## src/rtl/ansi_colour_streamer.sv

```systemverilog
// Wraps each message in ANSI SGR colour escapes (ESC [ 3x/9x m ... ESC [ 0 m).
// Optional background colour field enabled by defining ANSI_BG_EN.
module ansi_colour_streamer #(
  parameter int unsigned DEFAULT_COLOUR = 7,
  parameter bit          EMIT_RESET     = 1'b1
) (
  input  logic       clk,
  input  logic       rst,
  input  logic [7:0] s_data,
  input  logic       s_last,
  input  logic       s_valid,
  output logic       s_ready,
  input  logic [2:0] s_colour,
  input  logic       s_bright,
  input  logic       s_mode,
`ifdef ANSI_BG_EN
  input  logic [2:0] s_bg_colour,
  input  logic       s_bg_en,
`endif
  output logic [7:0] m_data,
  output logic       m_valid,
  input  logic       m_ready
);

  localparam logic [3:0] IDLE    = 4'd0;
  localparam logic [3:0] P_ESC   = 4'd1;
  localparam logic [3:0] P_LBR   = 4'd2;
  localparam logic [3:0] P_TENS  = 4'd3;
  localparam logic [3:0] P_ONES  = 4'd4;
  localparam logic [3:0] P_M     = 4'd5;
  localparam logic [3:0] PAYLOAD = 4'd6;
  localparam logic [3:0] R_ESC   = 4'd7;
  localparam logic [3:0] R_LBR   = 4'd8;
  localparam logic [3:0] R_ZERO  = 4'd9;
  localparam logic [3:0] R_M     = 4'd10;
`ifdef ANSI_BG_EN
  localparam logic [3:0] P_SEMI  = 4'd11;
  localparam logic [3:0] P_BG4   = 4'd12;
  localparam logic [3:0] P_BGD   = 4'd13;
`endif

  localparam logic [2:0] DEF_C = 3'(DEFAULT_COLOUR);

  logic [3:0] state, nstate;
  logic [2:0] colour;
  logic       bright;
  logic       load_en, emit, hdr_ld;
  logic [7:0] obyte;
`ifdef ANSI_BG_EN
  logic [2:0] bg_colour;
  logic       bg_on;
`endif

  // Output register may take a new byte when empty or when its byte leaves.
  assign load_en = !m_valid || m_ready;
  assign s_ready = (state == PAYLOAD) && load_en;

  always_comb begin
    nstate = state;
    emit   = 1'b0;
    obyte  = 8'h00;
    hdr_ld = 1'b0;
    case (state)
      IDLE: if (s_valid && load_en) begin
        hdr_ld = 1'b1;
        nstate = P_ESC;
      end
      P_ESC: if (load_en) begin
        emit = 1'b1; obyte = 8'h1B; nstate = P_LBR;
      end
      P_LBR: if (load_en) begin
        emit = 1'b1; obyte = 8'h5B; nstate = P_TENS;
      end
      P_TENS: if (load_en) begin
        emit = 1'b1; obyte = bright ? 8'h39 : 8'h33; nstate = P_ONES;
      end
      P_ONES: if (load_en) begin
        emit = 1'b1; obyte = 8'h30 + {5'd0, colour};
`ifdef ANSI_BG_EN
        nstate = bg_on ? P_SEMI : P_M;
`else
        nstate = P_M;
`endif
      end
`ifdef ANSI_BG_EN
      P_SEMI: if (load_en) begin
        emit = 1'b1; obyte = 8'h3B; nstate = P_BG4;
      end
      P_BG4: if (load_en) begin
        emit = 1'b1; obyte = 8'h34; nstate = P_BGD;
      end
      P_BGD: if (load_en) begin
        emit = 1'b1; obyte = 8'h30 + {5'd0, bg_colour}; nstate = P_M;
      end
`endif
      P_M: if (load_en) begin
        emit = 1'b1; obyte = 8'h6D; nstate = PAYLOAD;
      end
      PAYLOAD: if (s_valid && load_en) begin
        emit = 1'b1; obyte = s_data;
        if (s_last) nstate = EMIT_RESET ? R_ESC : IDLE;
      end
      R_ESC: if (load_en) begin
        emit = 1'b1; obyte = 8'h1B; nstate = R_LBR;
      end
      R_LBR: if (load_en) begin
        emit = 1'b1; obyte = 8'h5B; nstate = R_ZERO;
      end
      R_ZERO: if (load_en) begin
        emit = 1'b1; obyte = 8'h30; nstate = R_M;
      end
      R_M: if (load_en) begin
        emit = 1'b1; obyte = 8'h6D; nstate = IDLE;
      end
      default: nstate = IDLE;
    endcase
  end

  always_ff @(posedge clk) begin
    if (rst) begin
      state   <= IDLE;
      m_valid <= 1'b0;
      m_data  <= 8'h00;
      colour  <= 3'd0;
      bright  <= 1'b0;
`ifdef ANSI_BG_EN
      bg_colour <= 3'd0;
      bg_on     <= 1'b0;
`endif
    end else begin
      state <= nstate;
      // m_valid only falls when a slot opens and nothing new is loaded.
      if (load_en) begin
        m_valid <= emit;
        if (emit) m_data <= obyte;
      end
      if (hdr_ld) begin
        colour <= s_mode ? s_colour : DEF_C;
        bright <= s_mode & s_bright;
`ifdef ANSI_BG_EN
        bg_colour <= s_bg_colour;
        bg_on     <= s_mode & s_bg_en;
`endif
      end
    end
  end

endmodule
```

## config.mk

```make
export PLATFORM = sky130hd
export DESIGN_NAME = ansi_colour_streamer
export DESIGN_NICKNAME = d
export VERILOG_FILES = /design/src/rtl/ansi_colour_streamer.sv
export SDC_FILE = /design/constraint.sdc
export NUM_CORES = 1
export LEC_CHECK = 0
export ABC_AREA = 1
export ABC_CLOCK_PERIOD_IN_PS = 3800
export CORE_MARGIN = 1
export CORE_UTILIZATION = 50
export CTS_CLUSTER_DIAMETER = 30
export CTS_CLUSTER_SIZE = 16
export DETAILED_ROUTE_END_ITERATION = 7
export GPL_TIMING_DRIVEN = 0
export PLACE_DENSITY = 0.83
export SKIP_CTS_REPAIR_TIMING = 1
export SYNTH_ARGS = -nofsm -noshare
export SYNTH_HDL_FRONTEND = slang
export SYNTH_SLANG_ARGS = --single-unit
export TNS_END_PERCENT = 1
```

## constraint.sdc

```tcl
create_clock -name clk -period 3.8 [get_ports clk]
set_input_delay 1.14 -clock clk [delete_from_list [all_inputs] [get_ports clk]]
set_output_delay 1.14 -clock clk [all_outputs]
set_load 0.03 [all_outputs]
```

## Word-level counts from Yosys, hierarchy flattened

Cells that the tools add are included.

| cells by class | value |
|---|---|
| add/sub/neg operators | 1 |
| eq/ne operators | 22 |
| muxes and demuxes | 21 |
| bitwise logic cells | 1 |
| reduce and logical (&&, ||, !) cells | 11 |

Operators with widths:

| operator | number |
|---|---|
| $pmux W8 S7 | 1 |
| $mux W4 | 13 |
| $pmux W4 S11 | 1 |
| $ne A2 B2 Y1 const B | 11 |
| $eq A4 B3 Y1 const B | 4 |
| $eq A4 B4 Y1 const B | 3 |
| $reduce_and A12 Y1 | 1 |
| $reduce_or A9 Y1 | 1 |
| $eq A4 B2 Y1 const B | 2 |
| $mux W8 | 1 |
| $add A6 B3 Y7 const A | 1 |
| $reduce_or A2 Y1 | 3 |
| $eq A4 B1 Y1 const B | 1 |
| $logic_not A4 Y1 | 1 |
| $mux W1 | 3 |
| $mux W3 | 1 |
| $logic_and A1 B1 Y1 | 2 |
| $ne A2 B1 Y1 const B | 1 |
| $pmux W1 S2 | 1 |
| $reduce_and A2 Y1 | 1 |
| $and A1 B1 Y1 | 1 |
| $logic_not A1 Y1 | 1 |
| $logic_or A1 B1 Y1 | 1 |

| word-level totals | value |
|---|---|
| bits in registers | 17 |
| input port bits | 18 |
| output and inout bits | 10 |
| word-level logic and storage cells | 61 |

## Logic depth before layout (Yosys ltp)

Gate-level depths: netlist of the first run.

| depth | value |
|---|---|
| depth in word-level cells | 6 |
| depth in mapped cells | 10 |
| mapped depth without buffers | 10 |

## Least setup slack after synthesis of the first run

OpenSTA, ideal clock, no wires.

| timing | value |
|---|---|
| path kind | input to output |
| start point | in m_ready |
| end point | out s_ready |
| arrival time | 1830 ps |
| required time | 2660 ps |
| path slack | 830 ps |
| stages on the path | 4 |
| path buffers | 0 |
| cell sequence | inv_1 > nand2_2 > inv_1 > nor2_1 |

| between the ends | value |
|---|---|
| word-level cells in the longest chain between the ends | 2 |

RTL lines:

| what | line | source |
|---|---|---|
| start, declared | 22 | `input logic m_ready` |
| $logic_or A1 B1 Y1 | 55 | `assign load_en = !m_valid \|\| m_ready;` |
| $logic_and A1 B1 Y1 | 56 | `assign s_ready = (state == PAYLOAD) && load_en;` |
| end, declared | 12 | `output logic s_ready,` |

Every way passes these cells.

## Worst setup path in the final report of the first run

Same ends and word-level chain as after synthesis.

==> results of run 1 <==
-- where the power goes --
group	total (mW)	switching (mW)	internal, mW
Clock	0.100	0.0609	0.0391
Combinational	0.628	0.392	0.236
Sequential	0.290	0.0513	0.238
Total	1.02	0.505	0.513
-- kinds of logic after synthesis --
family	count (synthesis)	share of synthesized area
simple gates	95	0.471
compound gates	26	0.130
flops	17	0.334
buf+inv	17	0.0650
-- synth_stat cells --
master / count
nand2_2: 4
nor2_1: 10
or2_2: 1
nor2_2: 3
o21ai_0: 4
a211oi_1: 1
nand2_1: 47
inv_4: 1
nand4_1: 4
nand2_8: 2
a21oi_1: 19
inv_2: 5
nor3_1: 3
inv_1: 10
o21ai_1: 2
clkbuf_1: 1
nand2_4: 2
dfxtp_1: 17
nand3_1: 16
nor2_4: 3
-- how the worst min path moves through the flow --
stage / from / to / slack (ps)
6_report: colour[1] / colour[1] / 470
3_3_place_gp: colour[2] / colour[2] / 450
2_1_floorplan: colour[2] / colour[2] / 430
3_5_place_dp: colour[0] / colour[0] / 460
5_1_grt: colour[1] / colour[1] / 500
4_1_cts: colour[0] / colour[0] / 470
-- layout make-up --
class | instances | area, µm² | area share
well taps | 25 | 31.3 | 0.0231
repair buffers | 27 | 273 | 0.202
plain buffers | 1 | 3.75 | 0.00278
inverters | 16 | 62.6 | 0.0463
clock inverters | 1 | 5.00 | 0.00370
flip-flops and latches | 17 | 340 | 0.252
clock buffers | 3 | 22.5 | 0.0167
multi-input cells | 121 | 613 | 0.454
-- registers in the layout (all words and copies together), names as in the netlist --
signal	flops
m_data	8
state	4
colour	3
bright	1
m_valid	1
-- per-layer routing --
metal  vias to the layer above  share of wire  GRT usage
li1                        565              -          -
met1                       466           0.46      0.338
met2                        32           0.48      0.389
met3                         4          0.051     0.0385
met4                         0         0.0090     0.0971
met5                         -              0          0
-- worst register-to-register path: cells and delay by family (launching register included) --
kind / cells / cell delay, ps
simple gates: 5 / 790
flops: 1 / 390
compound gates: 2 / 260
==> impl_metrics.yaml, run 1 <==
critical_path:
  r2r_end: "state[2]"
  cp.depth: 6
  arrival_ps: 2310
  rr_worst_depth: 7
  startpoint_type: "primary input"
  cp_max_fo: 4
  startpoint: "m_ready"
  rrSetupSlack_ps: 2280
  crit_required_ps: 2660
  cp_top_family: "buffers and inverters"
  regToRegStartpoint: "state[3]"
  path_class: "primary input to output pin"
  cpMaxStageDelayCell: "clkdlybuf4s50_1"
  path_buf_inv: 4
  cpMostUsedCell: "inv_1"
  crit_chain: "clkdlybuf4s50_1 > inv_1 > nand2_2 > inv_1 > nor2_1 > dlymetal6s2s_1"
  cp-endpoint: "s_ready"
  critPathMaxStageDelay_ps: 460
  cp-end-kind: "output pin"
finish:
  final_cell_mix: "47 x nand2_1, 26 x clkdlybuf4s50_1, 19 x a21oi_1"
  finalNonFillerCells: 211
  diodes: 0
  final_common_cell: "nand2_1"
  syn_to_final_growth_pct: 32.5
  fin_util: 0.742
  fin_nets: 205
  fin_area_um2: 1350
  n_fill_cell: 157
  drive_above_1_share: 0.134
clock_network:
  worst_skew_pair.late_latency_ps: 290
  clockRootBuffer: "clkbuf_4"
  cts.sinks: 17
  cts.path.max_buffers: 2
  cts-buffers-inserted: 3
  path_clk_slew_ps: 110
  cts_tree: "done"
  htree_levels: 1
synthesis:
  synth_top_area_cell: "dfxtp_1"
  postSynthCellCount: 155
  synth_top_area_share: 0.334
  synth_nets: 173
  yosys_warnings: 0
  syn_area_per_cell_um2: 6.58
  synth_seq_cells: 17
  synth_seq_area_share: 0.334
  synth_cell_type_count: 20
  netlist_area_um2: 1020
  ys_top_cells_by_area: "dfxtp_1 33%, nand2_1 17%, a21oi_1 9.3%, nand3_1 7.9%, nand2_8 3.9%"
floorplanning:
  initial_core_util: 0.560
  dieArea_um2: 2220
  fp-row-count: 15
  core_um2: 1820
  die_h_um: 47.2
  die-width_um: 47.2
  ioPinCount: 28
placement:
  dpl_cell_area_um2: 1320
  dp.cells: 207
  dp_hpwl_mm: 1.90
  io_buffers: 27
  dp_slack_ps: -51.0
  finalWeightedCongestion: 0.810
timing:
  final-hold-violation-count: 0
  setup_ws_ps: 352
  setup_viol: 0
  tightest_slew_ps: 474
  fin_crit_sh: 0.907
  rsz0062_at_grt: "no"
  post-route-min-period_ps: 3450
  setup_tns_ps: 0
  slew_violations: 0
  relSlewSlack: 0.684
  fmax_ghz: 0.290
  holdWs_ps: 469
  fin_skew_ps: 1.95
global_routing:
  grt_pass1_wl_mm: 3.86
  grt_max_degree: 11
  grt_pass1_vias: 920
  grt_overflow_total: 0
  grt_usage: 0.247
  antenna_found_initial: 0
power:
  p_leak_nw: 0.601
  peakVddDrop_mv: 0.394
  p_total_mw: 1.02
  power_density_nw_per_um2: 753
detailed_routing:
  dr.pass1.iters: 4
  routedWlPerCell_um: 11.1
  drt_iter0_markers: 35
  drc: 0
  routed_via_density: 5.06
  route.vias.total: 1067
  wirelength_mm: 2.34
  drtAntennaViolNets: 0
flow_run:
  drv_cap: 0
run_status:
  outcome: "complete, no violations"
hold_path:
  hold_depth: 2
  hold_class: "register to register"
Note: power is estimated with default switching activity, not from simulation.
==> inputs of run 2 (changes only) <==
--- a/config.mk
+++ b/config.mk
@@ -14,6 +14,7 @@
 export DETAILED_ROUTE_END_ITERATION = 7
 export GPL_TIMING_DRIVEN = 0
 export PLACE_DENSITY = 0.83
+export REMOVE_ABC_BUFFERS = 1
 export SKIP_CTS_REPAIR_TIMING = 1
 export SYNTH_ARGS = -nofsm -noshare
 export SYNTH_HDL_FRONTEND = slang
==> impl_metrics.yaml, run 2 (synthesis results as in run 1) <==
timing:
  relSlewSlack: 0.645
  rsz0062_at_grt: "no"
  post-route-min-period_ps: 3490
  fin_skew_ps: 4.79
  setup_ws_ps: 311
  tightest_slew_ps: 531
  final-hold-violation-count: 0
  fmax_ghz: 0.287
  slew_violations: 0
  setup_viol: 0
  fin_crit_sh: 0.918
detailed_routing:
  drtAntennaViolNets: 0
  wl_met2_mm: 1.26
  met3WireLength_um: 119
  wirelength_mm: 2.45
  routedWlPerCell_um: 11.7
  wl_met1_mm: 1.04
  drt_iter0_markers: 37
  dr.pass1.iters: 4
  route.vias.total: 1114
  routed_via_density: 5.30
  drc: 0
  top_layer_used: "met4"
critical_path:
  cp-end-kind: "output pin"
  cpMaxStageDelayCell: "clkdlybuf4s50_1"
  crit_required_ps: 2660
  critPathMaxStageDelay_ps: 460
  cpMostUsedCell: "inv_1"
  startpoint_type: "primary input"
  path_class: "primary input to output pin"
  arrival_ps: 2350
  regToRegStartpoint: "state[0]"
  rr_worst_depth: 7
  startpoint: "m_ready"
  cp-endpoint: "s_ready"
  cp.depth: 6
  rrSetupSlack_ps: 2250
  r2r_end: "state[2]"
  cp_max_fo: 4
  path_buf_inv: 4
  crit_chain: "clkdlybuf4s50_1 > inv_1 > nand2_2 > inv_1 > nor2_1 > dlymetal6s2s_1"
  cp_top_family: "buffers and inverters"
power:
  peakVddDrop_mv: 0.429
  p_switching_uw: 508
  power_density_nw_per_um2: 758
  pwr-share-clk: 0.099
  p_leak_nw: 0.600
  power_frac_seq: 0.284
  swShare: 0.497
  comb_power_share: 0.617
  p_int_uw: 513
floorplanning:
  initial_core_util: 0.560
  die_h_um: 47.2
  dieArea_um2: 2220
  core_um2: 1820
  ioPinCount: 28
  fp-row-count: 15
  die-width_um: 47.2
finish:
  fin_util: 0.740
  regArea_um2: 340
  n_fill_cell: 158
  reg_top3: "m_data (8), state (4), colour (3)"
  fin_nets: 204
  final_common_cell: "nand2_1"
  final_cell_mix: "47 x nand2_1, 26 x clkdlybuf4s50_1, 19 x a21oi_1"
  syn_to_final_growth_pct: 32.1
  largest_reg_flops: 8
  drive_above_1_share: 0.135
  regMostFlops: "m_data"
  finalNonFillerCells: 210
  multiInputGateArea_um2: 613
  diodes: 0
clock_network:
  path_clk_slew_ps: 110
  cts_tree: "done"
  cts.sinks: 17
  worst_skew_pair.late_latency_ps: 300
  clockRootBuffer: "clkbuf_4"
  htree_levels: 1
  cts.path.max_buffers: 2
  cts-buffers-inserted: 3
placement:
  finalWeightedCongestion: 0.886
  dp.cells: 206
  io_buffers: 27
  dp_slack_ps: -82.5
  dp_hpwl_mm: 1.99
hold_path:
  hold_class: "register to register"
global_routing:
  grt_usage: 0.252
  antenna_found_initial: 0
  grt_pass1_vias: 963
  grt_overflow_total: 0
  grt_max_degree: 16
  grt_pass1_wl_mm: 3.97
flow_run:
  drv_cap: 0
run_status:
  outcome: "complete, no violations"
[run 2: metrics by stage]
step | hold WS, ps | setup TNS (ps) | power [mW] | area, µm²
6_report | 474 | 0 | 1.02 | 1350
4_1_cts | 479 | -76.7 | 1.03 | 1350
2_1_floorplan | 435 | 0 | 0.763 | 1020
5_1_grt | 493 | 0 | 1.11 | 1350
3_3_place_gp | 455 | -7.69 | 0.906 | 1320
3_5_place_dp | 463 | -82.5 | 0.924 | 1320
[run 2: cell type report]
class,count,share of cell area
Clock buffer,3,0.0167
Clock inverter,1,0.00371
Inverter,16,0.0464
Multi-Input combinational cell,121,0.455
Sequential cell,17,0.253
Tap cell,25,0.0232
Timing Repair Buffer,27,0.202
[run 2: routing by layer]
layer	global-route usage	vias to the layer above
met1	0.318	503
met2	0.447	35
li1	-	571
met4	0.0857	0
met5	0	-
met3	0.0231	5
[run 2: worst min-delay path by stage]
stage	startpoint	endpoint	slack [ps]	cells past startpoint
after CTS	colour[0]	colour[0]	480	2
after global placement	colour[2]	colour[2]	460	2
after floorplan	colour[0]	colour[0]	430	2
after detailed placement	colour[0]	colour[0]	460	2
final	colour[0]	colour[0]	470	2
after global routing	colour[0]	colour[0]	490	2
[run 2: worst reg2reg max path: stages, from the launching register on]
cell and delay [ps]:
dfxtp_1 390, nor2_1 280, nand2_1 120, o21ai_1 150, nand2_1 180, nand2_1 140, nand2_1 60, a21oi_1 160
[run 2: power groups by stage]
stage	clock network, mW	logic [mW]	registers [mW]
6_report	0.101	0.630	0.290
3_5_place_dp	0	0.629	0.294
4_1_cts	0.105	0.632	0.290
3_3_place_gp	0	0.616	0.289
2_1_floorplan	0	0.417	0.346
5_1_grt	0.111	0.703	0.298
